===== config.mk =====
export PLATFORM = sky130hd
export DESIGN_NAME = axi_lite_ram_slave
export DESIGN_NICKNAME = d
export VERILOG_FILES = /design/src/rtl/axi_lite_ram_slave.sv
export SDC_FILE = /design/constraint.sdc
export NUM_CORES = 1
export LEC_CHECK = 0
export BUFFER_PORTS_ARGS = -buffer_cell sky130_fd_sc_hd__buf_2
export CORE_MARGIN = 1
export CORE_UTILIZATION = 43
export CTS_BUF_LIST = sky130_fd_sc_hd__clkbuf_2
export DETAILED_ROUTE_END_ITERATION = 12
export PLACE_DENSITY_LB_ADDON = 0.3
export SLEW_MARGIN = 40
export SYNTH_ARGS = -nofsm -noshare
export SYNTH_HDL_FRONTEND = slang
export SYNTH_SLANG_ARGS = --single-unit

===== constraint.sdc =====
create_clock -name clk -period 3.1 [get_ports clk]
set_clock_uncertainty 0.05 [all_clocks]
set_input_delay 0.775 -clock clk [delete_from_list [all_inputs] [get_ports clk]]
set_output_delay 0.775 -clock clk [all_outputs]
set_load 0.01 [all_outputs]

===== src/rtl/axi_lite_ram_slave.sv =====
// AXI4-Lite responder fronting a simple dual-port RAM: writes drive port A, reads drive port B.
// Optional macro AXI_RAM_SLVERR_EN: out-of-range addresses answer SLVERR instead of aliasing.
module axi_lite_ram_slave #(
    parameter int unsigned ADDR_W     = 2,
    parameter int unsigned DATA_W     = 1,
    parameter int unsigned AXI_ADDR_W = 8
) (
    input  logic                  clk,
    input  logic                  rst,
    input  logic [AXI_ADDR_W-1:0] s_awaddr,
    input  logic                  s_awvalid,
    output logic                  s_awready,
    input  logic [31:0]           s_wdata,
    input  logic [3:0]            s_wstrb,
    input  logic                  s_wvalid,
    output logic                  s_wready,
    output logic [1:0]            s_bresp,
    output logic                  s_bvalid,
    input  logic                  s_bready,
    input  logic [AXI_ADDR_W-1:0] s_araddr,
    input  logic                  s_arvalid,
    output logic                  s_arready,
    output logic [31:0]           s_rdata,
    output logic [1:0]            s_rresp,
    output logic                  s_rvalid,
    input  logic                  s_rready,
    output logic                  ram_wea,
    output logic [ADDR_W-1:0]     ram_addra,
    output logic [DATA_W-1:0]     ram_dina,
    output logic [ADDR_W-1:0]     ram_addrb,
    input  logic [DATA_W-1:0]     ram_doutb
);

    localparam logic [1:0] RESP_OKAY   = 2'b00;
    localparam logic [1:0] RESP_SLVERR = 2'b10;

    typedef enum logic [1:0] {W_IDLE, W_EXEC, W_RESP} wstate_t;
    typedef enum logic [1:0] {R_IDLE, R_FETCH, R_RESP} rstate_t;

    wstate_t           wstate;
    rstate_t           rstate;
    logic [ADDR_W-1:0] aw_idx;
    logic              aw_legal;
    logic [DATA_W-1:0] w_data;
    logic              w_en;
    logic              ar_legal;

    logic aw_legal_c;
    logic ar_legal_c;
    logic aw_hs_c;
    logic w_hs_c;
    logic unused_bits;

`ifdef AXI_RAM_SLVERR_EN
    assign aw_legal_c = (s_awaddr[AXI_ADDR_W-1:ADDR_W+2] == '0);
    assign ar_legal_c = (s_araddr[AXI_ADDR_W-1:ADDR_W+2] == '0);
`else
    assign aw_legal_c = 1'b1;
    assign ar_legal_c = 1'b1;
`endif

    assign aw_hs_c     = s_awvalid && s_awready;
    assign w_hs_c      = s_wvalid && s_wready;
    // Byte lanes above the RAM word, strobes other than lane 0 and addr[1:0] are don't-cares.
    assign unused_bits = ^{s_wdata, s_wstrb, s_awaddr, s_araddr};

    // Write path: collect AW and W in any order, pulse port A once, then hold B until accepted.
    always_ff @(posedge clk or posedge rst) begin
        if (rst) begin
            wstate    <= W_IDLE;
            s_awready <= 1'b1;
            s_wready  <= 1'b1;
            s_bvalid  <= 1'b0;
            s_bresp   <= RESP_OKAY;
            ram_wea   <= 1'b0;
            ram_addra <= '0;
            ram_dina  <= '0;
            aw_idx    <= '0;
            aw_legal  <= 1'b0;
            w_data    <= '0;
            w_en      <= 1'b0;
        end else begin
            case (wstate)
                W_IDLE: begin
                    if (aw_hs_c) begin
                        aw_idx    <= s_awaddr[ADDR_W+1:2];
                        aw_legal  <= aw_legal_c;
                        s_awready <= 1'b0;
                    end
                    if (w_hs_c) begin
                        w_data   <= s_wdata[DATA_W-1:0];
                        w_en     <= s_wstrb[0];
                        s_wready <= 1'b0;
                    end
                    // Either half may arrive this cycle or may already be held.
                    if ((aw_hs_c || !s_awready) && (w_hs_c || !s_wready)) begin
                        wstate    <= W_EXEC;
                        ram_addra <= aw_hs_c ? s_awaddr[ADDR_W+1:2] : aw_idx;
                        ram_dina  <= w_hs_c ? s_wdata[DATA_W-1:0] : w_data;
                        ram_wea   <= (aw_hs_c ? aw_legal_c : aw_legal) &&
                                     (w_hs_c ? s_wstrb[0] : w_en);
                    end
                end
                W_EXEC: begin
                    ram_wea  <= 1'b0;
                    s_bvalid <= 1'b1;
                    s_bresp  <= aw_legal ? RESP_OKAY : RESP_SLVERR;
                    wstate   <= W_RESP;
                end
                W_RESP: begin
                    if (s_bready) begin
                        s_bvalid  <= 1'b0;
                        s_bresp   <= RESP_OKAY;
                        s_awready <= 1'b1;
                        s_wready  <= 1'b1;
                        wstate    <= W_IDLE;
                    end
                end
                default: wstate <= W_IDLE;
            endcase
        end
    end

    // Read path: address to port B, capture the word a cycle later, hold R until accepted.
    always_ff @(posedge clk or posedge rst) begin
        if (rst) begin
            rstate    <= R_IDLE;
            s_arready <= 1'b1;
            s_rvalid  <= 1'b0;
            s_rdata   <= '0;
            s_rresp   <= RESP_OKAY;
            ram_addrb <= '0;
            ar_legal  <= 1'b0;
        end else begin
            case (rstate)
                R_IDLE: begin
                    if (s_arvalid) begin
                        ram_addrb <= s_araddr[ADDR_W+1:2];
                        ar_legal  <= ar_legal_c;
                        s_arready <= 1'b0;
                        rstate    <= R_FETCH;
                    end
                end
                R_FETCH: begin
                    // A same-cycle port-A write lands at this edge, so the old word is captured.
                    s_rdata  <= ar_legal ? 32'(ram_doutb) : 32'd0;
                    s_rresp  <= ar_legal ? RESP_OKAY : RESP_SLVERR;
                    s_rvalid <= 1'b1;
                    rstate   <= R_RESP;
                end
                R_RESP: begin
                    if (s_rready) begin
                        s_rvalid  <= 1'b0;
                        s_arready <= 1'b1;
                        rstate    <= R_IDLE;
                    end
                end
                default: rstate <= R_IDLE;
            endcase
        end
    end

endmodule


==> Word-level counts from Yosys, hierarchy flattened <==
Cells that the tools add are included.
{ "word_totals": {"ramBits": 0, "in_bits": 60, "output_inout_bits": 47, "latchBits": 0, "n_memories": 0, "regBits": 57, "mem_bits_ro": 0} }
{ "classes": {"n_mul": 0, "shifts": 0, "mux": 28, "n_bitwise": 0, "div_mod_pow": 0, "order_cmp": 0, "addsub": 0, "reduce_logical": 25, "n_eq_ne": 10} }
{ "op_table": {"columns": ["op", "count"], "rows": [
  ["$mux 2", 7],
  ["$reduce_and 2->1", 7],
  ["$mux 1", 12],
  ["$ne 2x2->1 const B", 6],
  ["$pmux 1 s2", 6],
  ["$pmux 2 s3", 2],
  ["$reduce_bool 2->1", 5],
  ["$reduce_and 3->1", 3],
  ["$eq 2x1->1 const B", 2],
  ["$eq 2x2->1 const B", 2],
  ["$logic_and 1x1->1", 4],
  ["$logic_not 2->1", 2],
  ["$pmux 2 s2", 1],
  ["$logic_not 1->1", 2],
  ["$logic_or 1x1->1", 2]
]} }

==> Depth between registers and ports, before layout <==
Gate-level depths: netlist of run 1.
{ "depth": {"ltp_word": 5, "mapped_depth": 5} }

==> Worst setup path after synthesis of run 1 <==
Ideal clock, no wire load.
{ "synth_timing": {"kind": "input port to flip-flop", "from": "input port s_wvalid", "to": "register ram_dina", "t_required_ps": 2925, "arrival_time_ps": 1434, "path_slack_ps": 1491, "cell_stages": 4, "path_buffers": 0, "cell_sequence": "nor2b_4 -> nand2b_2 -> nor2_2 -> mux2_2"} }
{ "synth_via": {"elab_chain_len": 4, "elab_cells_between_ends": 5, "classes_between": "1 x mux; 4 x reduce/logical"} }
{ "synth_rtl": {"columns": ["element", "line_no", "rtl"], "rows": [
  ["start: declaration", "15", "input logic s_wvalid,"],
  ["$logic_and 1x1->1 *", "63", "assign w_hs_c = s_wvalid && s_wready;"],
  ["$logic_or 1x1->1", "96", "if ((aw_hs_c || !s_awready) && (w_hs_c || !s_wready)) begin"],
  ["$logic_and 1x1->1", "96", null],
  ["$reduce_and 2->1 (no line)", null, null],
  ["end signal: assignment", "99", "ram_dina <= w_hs_c ? s_wdata[DATA_W-1:0] : w_data;"],
  ["end: declaration", "29", "output logic [DATA_W-1:0] ram_dina,"]
]} }
Every way passes the cells marked *; elsewhere a longest branch is shown, timed or not.
A chain may end at the register's enable or synchronous reset.

==> Final worst setup path of run 1 <==
{ "layout_timing": {"from": "register s_awready", "to": "output port s_awready"} }
{ "layout_lines": {"columns": ["element", "line_no", "rtl"], "rows": [
  ["start: declaration", "12", "output logic s_awready,"],
  ["start signal: assignment", "71", "s_awready <= 1'b1;"],
  ["start signal: assignment", "88", "s_awready <= 1'b0;"],
  ["start signal: assignment", "114", "s_awready <= 1'b1;"]
]} }
No word-level cell between the ends.

==> impl_metrics.csv, run 1 <==
group,metric,value,unit
die,rows,19,
die,start_util,46.9,%
worst_setup_path,cp-start-kind,"flip-flop",
timing,fin_crit_sh,63.5,%
finish,synthToLayoutAreaGrowth,5.66,%
power_and_ir_drop,internal-power,0.000825,W
finish,final_cells,193,
synth,avgSynthCellArea,9.91,µm²
timing,max_freq,0.508,GHz
clock_network,cts_buffers,3,
power_and_ir_drop,finalPower,0.00131,W
place,gp_congestion,0.863,
global_routing,grt_pass1_vias,835,
power_and_ir_drop,power_density,933,mW/mm²
power_and_ir_drop,switching_share,37.0,%
global_routing,antenna_found_initial,0,
power_and_ir_drop,power.clock.fraction,15.6,%
synth,yosys.area.top_type,"dfrtp_1",
power_and_ir_drop,pwr-share-comb,39.2,%
route,num_vias,900,
route,drt-pass1-iter-count,11,
timing,hold_viol_final,0,
die,die_y,57.6,µm
synth,ys_warn_count,0,
synth,synth.most_common_cell,"buf_4",
route,wl_per_cell,11.2,µm
synth,ys_ff_latch,24,
worst_setup_path,critPathBufInv,1,
synth,syn_area,0.00133,mm²
power_and_ir_drop,ir_drop,0.397,mV
global_routing,grt_max_degree,25,
die,io_pins,107,
place,dp_hpwl,1730,µm
synth,yosysTopAreaCellShare,39.6,%
finish,nNetsFinal,223,
global_routing,overflow,0,
synth,synth_common_cells,"buf_4 (33), dfrtp_1 (21), nand2_1 (11)",
route,via_per_inst,4.66,
synth,synth_edf_count,0,
clock_network,root_buffer,"clkbuf_2",
outcome,status,"finished, violations left",
synth,synth_area_leaders,"dfrtp_1 (40%), buf_4 (19%), dfstp_2 (5.9%), mux2_2 (5.9%), nand2_1 (3.1%)",
synth,syn_inst,134,
timing,rsz0062_at_grt,"false",
place,placed_area,0.00136,mm²
worst_setup_path,critPathRequiredTime,2.27,ns
place,pre_cts_ws,1.24,ns
clock_network,cts.sinks,24,
worst_setup_path,end_kind,"output port",
synth,ys_types,31,
worst_setup_path,worstPathMaxFanout,9,
global_routing,grt_pass1_wl,3720,µm
run,maxCapViolCount,0,
power_and_ir_drop,seqPwrFrac,45.2,%
timing,tns,0,ns
synth,synthFlopType,"dfrtp_1",
route,drc,9,
clock_network,clk_pin_slew_worst_paths,0.23,ns
outcome,failed_checks,"DRC",
clock_network,cts_max_path_buffers,2,
place,place_inst,189,
synth,synth-seq-area-share,45.5,%
clock_network,cts_setup_buffers,0,
finish,finalInstanceArea,0.00140,mm²
timing,setup_viol,0,
power_and_ir_drop,power_switching,0.000484,W
timing,timing.final.crit_period,1.97,ns
timing,finalMaxSlewViolations,0,
global_routing,grt.total_usage,14.4,%
worst_setup_path,worstSetupPathType,"flip-flop to output port",
die,die_area,0.00331,mm²
synth,synthArstFlopShare,100,%
route,drt-initial-drc-count,22,
worst_setup_path,cp.arrival,1.14,ns
clock_network,h-tree-depth,1,
place,io_buffers,27,
die,core-area,0.00283,mm²
route,antenna_left,0,
clock_network,worstSkewPairLatency,0.33,ns
worst_setup_path,critPathMaxStageDelay,0.66,ns
timing,timing.final.ws_setup,1.13,ns
finish,num_antenna_cells,0,
clock_network,cts_tree,"yes",
clock_network,cts_resized,0,
hold_path,hold_path_class,"input port to asynchronous set/reset pin",
finish,drive_gt1_share,33.3,%
die,die_x,57.6,µm
power_and_ir_drop,cellLeakagePower,0.730,nW
worst_setup_path,path_delay_family,"flip-flops",
clock_network,cts_hold_buf,0,
worst_setup_path,crit_path_cell_trace,"buf_2",
worst_setup_path,cpMaxStageDelayCell,"dfstp_2",
route,routed_wl,2160,µm
path summary, 6_finish.rpt:
| path | from | to | slack (ns) | depth (start not counted) |
|---|---|---|---|---|
| max | s_awready$_DFFE_PP1P_ | s_awready | 1.13 | 1 |
| min | rst | ram_addrb[1]$_DFFE_PP0P_ | 0.37 | 2 |
| max reg2reg | wstate[0]$_DFFE_PP0P_ | ram_dina$_DFFE_PP0P_ | 1.55 | 4 |
| min reg2reg | ar_legal$_DFFE_PP0P_ | s_rresp[1]$_DFFE_PP0P_ | 0.45 | 1 |
| max in group asynchronous | rst | s_awready$_DFFE_PP1P_ | 2.27 | 2 |
| min in group clk | ar_legal$_DFFE_PP0P_ | s_rresp[1]$_DFFE_PP0P_ | 0.45 | 1 |
metal layers:
metal	track usage, %	up-vias	part of all wire (%)
li1	-	434	-
met1	19.0	421	41
met2	24.1	43	53
met3	2.04	2	5.0
met4	5.23	0	0.60
met5	0	-	0
sequential cells by signal, summed over array words and instances (netlist names):
register / cells
aw_idx: 2
rstate: 2
s_wready: 1
s_rresp: 1
ram_dina: 1
s_bvalid: 1
w_en: 1
s_bresp: 1
s_rdata: 1
s_awready: 1
s_rvalid: 1
s_arready: 1
ram_addrb: 2
ram_wea: 1
wstate: 2
ar_legal: 1
aw_legal: 1
ram_addra: 2
w_data: 1
per-stage QoR:
step                      hold WS [ns]  utilization (%)
after global placement           0.409             48.0
final                            0.370             49.6
after CTS                        0.369             49.6
after detailed placement         0.420             48.0
after floorplan                  0.402                -
after global routing             0.368             49.6
power groups by stage:
stage | Sequential (W) | Clock, W | Combinational (W)
after global routing | 0.000614 | 0.000223 | 0.000575
after detailed placement | 0.000603 | 0 | 0.000519
final | 0.000591 | 0.000204 | 0.000514
after global placement | 0.000589 | 0 | 0.000496
after floorplan | 0.000594 | 0 | 0.000396
after CTS | 0.000593 | 0.000210 | 0.000521
layout by cell type (no fill, tap or decap), types with 2 or more instances in the layout:
master	instances
conb_1	33
inv_1	6
dfrtp_1	21
a21oi_1	7
or2_2	3
mux2_2	7
nand4_1	2
o31ai_1	2
nor2_2	2
o22ai_1	3
clkbuf_2	3
nand2b_2	2
nand3_1	2
buf_2	27
nand2b_1	2
o21ai_0	7
nor2_1	6
dfstp_2	3
nand2_1	11
kinds of logic after synthesis:
group,synth area share [%]
flops,45.5
simple gates,16.0
mux,7.92
compound gates,8.39
buf+inv,21.9
other cells,0.282
final cells by class:
cell class	count	area, µm²
Inverter	7	26.3
Sequential cell	24	604
Timing Repair Buffer	27	135
Multi-Input combinational cell	100	553
Clock buffer	3	15.0
Fill cell	267	1430
Clock inverter	1	30.0
Tap cell	31	38.8
Power figures use the tool's default switching activity.
==> inputs of run 2 (changes only) <==
ABC_AREA = 1   (was not set)
CORE_UTILIZATION = 35   (was 43)
clock period = 1.8 ns   (was 3.1 ns; I/O delays follow)
==> impl_metrics.csv, run 2 <==
group,metric,value,unit
outcome,status,"finished clean",
synth,synthArstFlopShare,100,%
route,wl_per_cell,8.73,µm
synth,synth.most_common_cell,"nand2_1",
synth,yosys.area.top_type,"dfrtp_1",
worst_setup_path,path_delay_family,"flip-flops",
route,drt-pass1-iter-count,4,
clock_network,cts_buffers,3,
run,maxCapViolCount,0,
die,start_util,37.0,%
finish,final_cells,223,
synth,ys_warn_count,0,
global_routing,grt_max_degree,25,
timing,max_freq,0.627,GHz
worst_setup_path,critPathBufInv,1,
power_and_ir_drop,finalPower,0.00187,W
route,num_vias,854,
global_routing,met3_usage,1.86,%
route,drt-initial-drc-count,22,
hold_path,hold_path_class,"input port to asynchronous set/reset pin",
finish,final_common_cell,"nand2_1",
synth,syn_inst,146,
worst_setup_path,reg2regPathDepth,3,
synth,synth_common_cells,"nand2_1 (40), buf_4 (33), dfrtp_1 (21)",
timing,fin_crit_sh,88.6,%
worst_setup_path,critPathRequiredTime,1.30,ns
finish,nNetsFinal,238,
die,io_pins,107,
route,via_per_inst,3.83,
worst_setup_path,worstPathMaxFanout,5,
clock_network,cts_setup_buffers,0,
clock_network,cts_max_path_buffers,2,
die,die_area,0.00383,mm²
global_routing,use_met1,16.6,%
timing,tns,0,ns
power_and_ir_drop,cellLeakagePower,0.777,nW
clock_network,clk_pin_slew_worst_paths,0.23,ns
clock_network,cts_resized,0,
place,io_buffers,27,
power_and_ir_drop,power_density,1390,mW/mm²
synth,yosysTopAreaCellShare,41.9,%
timing,setup_viol,0,
finish,num_antenna_cells,0,
worst_setup_path,r2r-end,"w_data$_DFFE_PP0N_",
global_routing,grt_pass1_wl,3150,µm
finish,final_cell_mix,"nand2_1 (40), conb_1 (33), buf_2 (27), dfrtp_1 (21), inv_1 (18)",
clock_network,cts_hold_buf,0,
route,drc,0,
synth,synth_edf_count,0,
finish,drive_gt1_share,22.0,%
place,dp_hpwl,1460,µm
worst_setup_path,end_kind,"output port",
global_routing,grt-busiest-layer,"met1",
worst_setup_path,worstSetupPathType,"flip-flop to output port",
synth,synthFlopType,"dfrtp_1",
worst_setup_path,cpMaxStageDelayCell,"dfstp_2",
global_routing,grt.total_usage,11.6,%
worst_setup_path,crit_path_cell_trace,"buf_2",
clock_network,cts.sinks,24,
die,die_x,61.9,µm
worst_setup_path,cp-start-kind,"flip-flop",
route,antenna_left,0,
synth,ys_ff_latch,24,
die,rows,21,
synth,ys_types,18,
synth,avgSynthCellArea,8.60,µm²
die,die_y,61.9,µm
clock_network,worstSkewPairLatency,0.34,ns
global_routing,overflow,0,
timing,rsz0062_at_grt,"false",
place,gp_congestion,0.733,
place,place_inst,219,
clock_network,root_buffer,"clkbuf_2",
place,pre_cts_ws,0.609,ns
timing,hold_viol_final,0,
worst_setup_path,rr_startpoint,"s_wready$_DFFE_PP1P_",
timing,finalMaxSlewViolations,0,
global_routing,antenna_found_initial,0,
synth,synth-seq-area-share,48.2,%
power_and_ir_drop,ir_drop,0.508,mV
timing,timing.final.ws_setup,0.205,ns
synth,syn_area,0.00125,mm²
timing,whs,0.0538,ns
synth,synth_area_leaders,"dfrtp_1 (42%), buf_4 (20%), nand2_1 (12%), dfstp_2 (6.3%), inv_1 (5.4%)",
die,core-area,0.00339,mm²
finish,synthToLayoutAreaGrowth,7.28,%
global_routing,grt.met2_usage,16.4,%
route,routed_wl,1950,µm
clock_network,h-tree-depth,1,
worst_setup_path,reg2reg_slack,0.64,ns
global_routing,grt_pass1_vias,718,
worst_setup_path,cp.arrival,1.10,ns
clock_network,cts_tree,"yes",
worst_setup_path,critPathMaxStageDelay,0.62,ns
timing,timing.final.crit_period,1.60,ns
[run 2: cell type report]
type                       count  area (µm²)
multi-input combinational    102         452
timing repair buffer          28         143
tap                           46        57.6
inverter                      19        71.3
fill                         366        2040
clock inverter                 1        3.75
clock buffer                   3        15.0
sequential                    24         604
[run 2: report_power, final]
part	switching [W]	internal (W)
combinational	0.000476	0.000283
sequential	0.000132	0.000769
clock	0.000162	0.0000483
total	0.000769	0.00110
[run 2: kinds of logic after synthesis]
| family | count (synthesis) | share of synthesized area [%] |
|---|---|---|
| other cells | 1 | 0.299 |
| compound gates | 15 | 6.38 |
| buf+inv | 52 | 25.4 |
| simple gates | 54 | 19.7 |
| flops | 24 | 48.2 |
[run 2: layer usage]
layer	vias up	share of wire (%)
met5	-	0
met4	0	2.0
met3	4	4.0
met2	33	46
met1	371	48
li1	446	-
[run 2: per-stage QoR]
| stage | instance area [µm²] | utilization [%] |
|---|---|---|
| after detailed placement | 1330 | 39.2 |
| final | 1350 | 39.7 |
| after global placement | 1330 | 39.2 |
| after floorplan | 1380 | - |
| after global routing | 1350 | 39.7 |
| after CTS | 1350 | 39.7 |
[run 2: how the worst max path moves through the flow]
| stage | from | end | slack [ns] | depth (start not counted) |
|---|---|---|---|---|
| after floorplan | s_wready$_DFFE_PP1P_ | w_data$_DFFE_PP0N_ | 0.72 | 3 |
| after global placement | s_awready$_DFFE_PP1P_ | s_awready | 0.62 | 1 |
| after detailed placement | s_awready$_DFFE_PP1P_ | s_awready | 0.61 | 1 |
| after CTS | s_awready$_DFFE_PP1P_ | s_awready | 0.18 | 1 |
| after global routing | s_awready$_DFFE_PP1P_ | s_awready | 0.12 | 1 |
| final | s_awready$_DFFE_PP1P_ | s_awready | 0.20 | 1 |
==> inputs of run 3 (changes only) <==
CORE_ASPECT_RATIO = 1.1   (was not set)
==> impl_metrics.csv, run 3 (synthesis gave the netlist of run 2 again) <==
group,metric,value,unit
timing,finalMaxSlewViolations,0,
power_and_ir_drop,internal-power,0.00110,W
timing,max_freq,0.634,GHz
finish,fillers,375,
run,maxCapViolCount,0,
die,rows,22,
global_routing,overflow,0,
finish,finish.utilization,39.8,%
worst_setup_path,path_delay_family,"flip-flops",
place,dp_hpwl,1480,µm
place,pre_cts_ws,0.613,ns
clock_network,worstSkewPairLatency,0.33,ns
worst_setup_path,worstPathMaxFanout,5,
worst_setup_path,end_kind,"output port",
clock_network,cts_tree,"yes",
worst_setup_path,critPathRequiredTime,1.30,ns
power_and_ir_drop,power.clock.fraction,10.8,%
clock_network,cts_setup_buffers,0,
route,drt-pass1-iter-count,4,
worst_setup_path,cp.arrival,1.08,ns
timing,tns,0,ns
hold_path,hold_path_class,"input port to asynchronous set/reset pin",
place,gp_congestion,0.731,
timing,whs,0.0563,ns
route,num_vias,853,
clock_network,cts_max_path_buffers,2,
finish,num_antenna_cells,0,
route,routed_wl,1840,µm
clock_network,cts_resized,0,
power_and_ir_drop,power_switching,0.000746,W
power_and_ir_drop,finalPower,0.00185,W
global_routing,grt_max_degree,25,
timing,fin_crit_sh,87.6,%
worst_setup_path,critPathBufInv,1,
route,wl_per_cell,8.19,µm
timing,hold_viol_final,0,
power_and_ir_drop,ir_drop,0.443,mV
power_and_ir_drop,cellLeakagePower,0.777,nW
finish,drive_gt1_share,22.0,%
timing,timing.final.ws_setup,0.224,ns
clock_network,clk_pin_slew_worst_paths,0.20,ns
die,start_util,37.1,%
worst_setup_path,crit_path_cell_trace,"buf_2",
timing,setup_viol,0,
die,core-area,0.00339,mm²
power_and_ir_drop,seqPwrFrac,48.8,%
global_routing,antenna_found_initial,0,
worst_setup_path,worstSetupPathType,"flip-flop to output port",
route,antenna_left,0,
timing,rsz0062_at_grt,"false",
die,die_x,59.1,µm
finish,synthToLayoutAreaGrowth,7.48,%
power_and_ir_drop,power_density,1370,mW/mm²
power_and_ir_drop,pwr-share-comb,40.5,%
clock_network,cts_buffers,3,
global_routing,grt_pass1_vias,821,
power_and_ir_drop,switching_share,40.4,%
timing,timing.final.crit_period,1.58,ns
clock_network,cts_hold_buf,0,
outcome,status,"finished clean",
global_routing,grt_pass1_wl,3350,µm
worst_setup_path,critPathMaxStageDelay,0.61,ns
finish,final_cell_mix,"nand2_1 (40), conb_1 (33), buf_2 (27), dfrtp_1 (21), inv_1 (18)",
global_routing,grt.total_usage,11.6,%
worst_setup_path,cp-start-kind,"flip-flop",
clock_network,h-tree-depth,1,
die,io_pins,107,
finish,final_common_cell,"nand2_1",
route,drc,0,
die,die_area,0.00383,mm²
clock_network,cts.sinks,24,
finish,nNetsFinal,238,
route,via_per_inst,3.79,
die,die_y,64.8,µm
route,drt-initial-drc-count,13,
clock_network,root_buffer,"clkbuf_2",
place,io_buffers,27,
worst_setup_path,cpMaxStageDelayCell,"dfstp_2",
[run 3: cell counts in the layout (fill, tap and decap cells not counted)]
Identical to the previous run, type by type.
[run 3: layout make-up]
class / count / area [µm²] / area share, %
multi-input combinational: 102 / 452 / 33.5
clock inverter: 1 / 3.75 / 0.278
inverter: 19 / 71.3 / 5.29
timing repair buffer: 28 / 143 / 10.6
clock buffer: 3 / 15.0 / 1.11
sequential: 24 / 604 / 44.8
tap: 48 / 60.1 / 4.45
[run 3: stage by stage]
step,area [µm²],cells
global placement,1330,221
detailed placement,1330,221
floorplan,1380,178
global route,1350,225
finish,1350,225
CTS,1350,225
[run 3: worst paths after layout]
path / slack (ns) / to / startpoint / cells past startpoint
worst max-delay path: 0.22 / s_awready / s_awready$_DFFE_PP1P_ / 1
worst min-delay path: 0.06 / ram_addrb[1]$_DFFE_PP0P_ / rst / 3
worst max register to register: 0.63 / w_data$_DFFE_PP0N_ / s_wready$_DFFE_PP1P_ / 3
worst min register to register: 0.43 / s_arready$_DFFE_PP1P_ / s_arready$_DFFE_PP1P_ / 2
max in group asynchronous: 1.36 / s_wready$_DFFE_PP1P_ / rst / 3
min in group clk: 0.24 / rstate[1]$_DFFE_PP0P_ / s_rready / 2
[run 3: power groups by stage]
stage	logic, W	clock network (W)	registers (W)
2_1_floorplan	0.000528	0	0.000963
3_3_place_gp	0.000757	0	0.000912
3_5_place_dp	0.000761	0	0.000916
4_1_cts	0.000764	0.000215	0.000904
5_1_grt	0.000894	0.000228	0.000936
6_report	0.000747	0.000199	0.000901
[run 3: routing by layer]
metal	global-route usage, %	part of all wire (%)	vias to the layer above
met5	0	0	-
met2	19.2	48	36
met1	13.9	44	362
met4	8.04	3.1	0
li1	-	-	450
met3	1.40	4.9	5
[run 3: tightest hold or removal path, stage by stage]
cell and delay, ns:
buf_2 0.09, inv_1 0.04, buf_4 0.28
